==> src/rtl/imm_extend_pipe.sv <==
// Immediate extender with a one-result output register and a one-entry skid buffer.
// Optional feature: define IMM_EXT_LUI_EN to build the load-upper mode (mode 10).
module imm_extend_pipe #(
    parameter int unsigned IN_W  = 16,
    parameter int unsigned OUT_W = 32
) (
    input  logic             clk,
    input  logic             reset,
    input  logic             flush_i,
    input  logic             valid_i,
    output logic             ready_o,
    input  logic [IN_W-1:0]  data_i,
    input  logic [1:0]       mode_i,
    output logic             valid_o,
    input  logic             ready_i,
    output logic [OUT_W-1:0] extend_o,
    output logic [1:0]       count_o
);

    localparam int unsigned EXT_W = OUT_W - IN_W;
    localparam int unsigned CNT_W = 2;

    typedef enum logic [1:0] {
        ST_EMPTY = 2'd0,
        ST_ONE   = 2'd1,
        ST_FULL  = 2'd2
    } state_e;

    state_e             state_q, state_d;
    logic [OUT_W-1:0]   out_q, out_d;
    logic [OUT_W-1:0]   skid_q, skid_d;
    logic               valid_q, valid_d;
    logic               ready_q, ready_d;
    logic [CNT_W-1:0]   count_q, count_d;

    logic [OUT_W-1:0]   sext_c;
    logic [OUT_W-1:0]   ext_c;
    logic               xfer_in_c;
    logic               xfer_out_c;

    // Extension of the raw immediate according to the requested mode.
    always_comb begin
        sext_c = {{EXT_W{data_i[IN_W-1]}}, data_i};
        ext_c  = sext_c;
        case (mode_i)
            2'b00: ext_c = sext_c;
            2'b01: ext_c = {{EXT_W{1'b0}}, data_i};
`ifdef IMM_EXT_LUI_EN
            2'b10: ext_c = {data_i, {EXT_W{1'b0}}};
`else
            2'b10: ext_c = sext_c;
`endif
            2'b11: ext_c = sext_c << 2;
            default: ext_c = sext_c;
        endcase
    end

    assign xfer_in_c  = valid_i && ready_q;
    assign xfer_out_c = valid_q && ready_i;

    // Next-state: output register refills from the skid on drain; flush wins over everything.
    always_comb begin
        state_d = state_q;
        out_d   = out_q;
        skid_d  = skid_q;

        case (state_q)
            ST_EMPTY: begin
                if (xfer_in_c) begin
                    out_d   = ext_c;
                    state_d = ST_ONE;
                end
            end
            ST_ONE: begin
                if (xfer_in_c && xfer_out_c) begin
                    out_d = ext_c;
                end else if (xfer_in_c) begin
                    skid_d  = ext_c;
                    state_d = ST_FULL;
                end else if (xfer_out_c) begin
                    state_d = ST_EMPTY;
                end
            end
            ST_FULL: begin
                if (xfer_out_c) begin
                    out_d   = skid_q;
                    state_d = ST_ONE;
                end
            end
            default: state_d = ST_EMPTY;
        endcase

        if (flush_i) begin
            state_d = ST_EMPTY;
        end

        valid_d = (state_d != ST_EMPTY);
        ready_d = (state_d != ST_FULL);
        count_d = CNT_W'(state_d);
    end

    always_ff @(posedge clk or negedge reset) begin
        if (!reset) begin
            state_q <= ST_EMPTY;
            out_q   <= '0;
            skid_q  <= '0;
            valid_q <= 1'b0;
            ready_q <= 1'b1;
            count_q <= '0;
        end else begin
            state_q <= state_d;
            out_q   <= out_d;
            skid_q  <= skid_d;
            valid_q <= valid_d;
            ready_q <= ready_d;
            count_q <= count_d;
        end
    end

    assign ready_o  = ready_q;
    assign valid_o  = valid_q;
    assign extend_o = out_q;
    assign count_o  = count_q;

endmodule

==> config.mk <==
export PLATFORM = sky130hd
export DESIGN_NAME = imm_extend_pipe
export DESIGN_NICKNAME = d
export VERILOG_FILES = /design/src/rtl/imm_extend_pipe.sv
export SDC_FILE = /design/constraint.sdc
export NUM_CORES = 1
export LEC_CHECK = 0
export ABC_AREA = 1
export CAP_MARGIN = 30
export CORE_ASPECT_RATIO = 0.9
export CORE_MARGIN = 4
export CORE_UTILIZATION = 60
export CTS_BUF_LIST = sky130_fd_sc_hd__clkbuf_16
export CTS_CLUSTER_DIAMETER = 100
export DETAILED_ROUTE_END_ITERATION = 8
export DONT_BUFFER_PORTS = 1
export HOLD_SLACK_MARGIN = 0.05
export PLACE_DENSITY_LB_ADDON = 0.12
export SLEW_MARGIN = 30
export SYNTH_ARGS = -nofsm -noshare
export SYNTH_HDL_FRONTEND = slang
export SYNTH_SLANG_ARGS = --single-unit
==> constraint.sdc <==
create_clock -name clk -period 3.6 [get_ports clk]
set_clock_uncertainty 0.05 [all_clocks]
set_input_delay 0.36 -clock clk [delete_from_list [all_inputs] [get_ports clk]]
set_output_delay 0.36 -clock clk [all_outputs]
set_load 0.01 [all_outputs]
==> out/metrics.csv <==
metric;value;unit
CORE AREA;3730;um^2
FF+latch count, synth;40;
Seq/Total Area, Yosys;43.0;%
Routed WL;4530;um
nature of the critical path startpoint;flip-flop;
cell area power density;698;nW/um^2
Int Power;1.03;mW
post-CTS setup buffer count;0;
All-Layer GR Usage;20.8;%
Post-Syn Nets;332;
Final period util;46.0;%
cell mode on critical path;nand2_1;
final setup violation count;0;
vias in the first global route;1615;
Comb power frac;26.4;%
CP peak stage delay;0.65;ns
switching share of power;36.5;%
Seq pwr share;48.7;%
CTS tree;built;
antenna cell count;0;
outcome;complete, no violations;
Die H;67.1;um
share of layout cells above drive strength 1;13.4;%
highest clock rate;603;MHz
critical path peak fanout;21;
die area;4950;um^2
Clock Sinks;40;
Clock Path Buffers;2;
starting density of the core;62.5;%
relative slew slack;66.5;%
number of cell rows;21;
hold-fix buffers at CTS;2;
Leakage Power;1.34;nW
WS Path Type;flip-flop to flip-flop;
switching pwr;0.594;mW
Yosys warnings;0;
RSZ-0062 raised after global routing;false;
part of the power in the clock network;24.9;%
final hold viol count;0;
clk_lat worst skew;0.27;ns
CP endpoint kind;flip-flop;
Vias/cell;5.17;
global route total overflow;0;
I/O pin count;59;
setup TNS;0;ns
Post-DP HPWL;3120;um
buffers added on ports;0;
largest net degree at the start of global routing;41;
Syn Inst Count;309;
Slew Limit Fails;0;
post_cts resized;0;
delay-heaviest family, CP;flip-flops;
Crit path required time;3.77;ns
initial DRC count;133;
Yosys cell types;19;
most frequent cells in the layout;155 x nand2_1, 39 x dfrtp_1, 30 x nand3_1;
slowest CP cell;dfrtp_1;
Least-Margin Pin Slew;0.502;ns
fin crit period;1.66;ns
Peak VDD IR;0.000426;V
Num CTS Buffers;5;
Placer Congestion;0.790;
first-pass GRT wire length;7760;um
most common cell after layout, fill and taps aside;nand2_1;
CTS root buffer;clkbuf_16;
Worst Hold Class;input pin to flip-flop;
remaining antenna violation count;0;
wire per inst;13.4;um
CP arrival;1.82;ns
H-tree lvl count;2;
max_cap viols;0;
DIE WIDTH;73.7;um
crit-path cells;nand2_4 -> inv_2 -> nand2_1 -> nand2_1 -> nand2_1 -> nand2_1;
Post-route DRC;0;
Vias;1742;
nets;314;
drt first pass iters;4;
crit path buf inv count;1;
syn_area_per_cell;7.54;um^2
clock slew at reported path FFs;0.05;ns
Final Power;1.63;mW
antenna violations before repair;0;
Layout area overhead;-0.0539;%
synthesized cell area;2330;um^2
==> per-stage QoR <==
stage          utilization [%]  worst slack (ns)  area [um^2]  hold WS (ns)  std cells
6_report                  62.4              1.94         2330         0.205        337
5_1_grt                   62.4              1.72         2330         0.221        337
4_1_cts                   62.4              1.92         2330         0.207        337
3_5_place_dp              58.0              1.93         2170        0.0154        328
3_3_place_gp              58.0              1.94         2170        0.0156        328
2_1_floorplan                -              2.30         2330        0.0144        309
==> final cells by class <==
cell class / count / area (um^2)
sequential: 40 / 1000
inverter: 26 / 100
timing repair buffer: 3 / 37.5
tap: 46 / 57.6
multi-input combinational: 215 / 998
clock inverter: 2 / 8.76
fill: 356 / 1400
clock buffer: 5 / 125
==> sequential cells by signal (all words and copies together) (netlist names) <==
register,flops
extend_o,18
ready_o,1
count_o,2
valid_o,1
skid_q,18
==> synthesized netlist by cell type (all sizes together) <==
cell type	count	share of area, %
nand2	159	27
dfrtp	39	42
nand3	32	7.6
buf	28	9.9
inv	26	4.3
o21ai	19	6.8
nor2	4	1.5
a21oi	1	0.21
dfstp	1	1.1
==> worst paths after layout <==
kind / from / endpoint / slack (ns) / cells after the start
worst min-delay path: flush_i / ready_o$_DFF_PN1_ / 0.20 / 2
max in group asynchronous: reset / ready_o$_DFF_PN1_ / 2.75 / 2
worst max-delay path: count_o[1]$_DFF_PN0_ / valid_o$_DFF_PN0_ / 1.94 / 6
min in group asynchronous: reset / extend_o[3]$_DFFE_PN0P_ / 0.49 / 2
worst min register to register: skid_q[4]$_DFFE_PN0P_ / skid_q[4]$_DFFE_PN0P_ / 0.43 / 2
worst max register to register: count_o[1]$_DFF_PN0_ / valid_o$_DFF_PN0_ / 1.94 / 6
==> power by group through the flow <==
stage,Clock (mW),Sequential (mW),Combinational (mW)
after floorplan,0,0.779,0.458
after global placement,0,0.798,0.416
after detailed placement,0,0.801,0.421
after CTS,0.412,0.794,0.437
after global routing,0.432,0.815,0.502
final,0.404,0.792,0.430
==> metal layers <==
| metal | part of all wire, % | wire length, um | track usage, % |
|---|---|---|---|
| met5 | 0 | 0 | 0 |
| met4 | 1.3 | 58 | 6.33 |
| met3 | 5.1 | 232 | 5.65 |
| met2 | 45 | 2020 | 29.4 |
| met1 | 49 | 2220 | 31.1 |
==> logic make-up after synthesis <==
| logic type | synth area share (%) |
|---|---|
| flops | 43.0 |
| compound gates | 7.03 |
| simple gates | 35.8 |
| buf+inv | 14.2 |
Note: power is estimated with default switching activity, not from simulation.
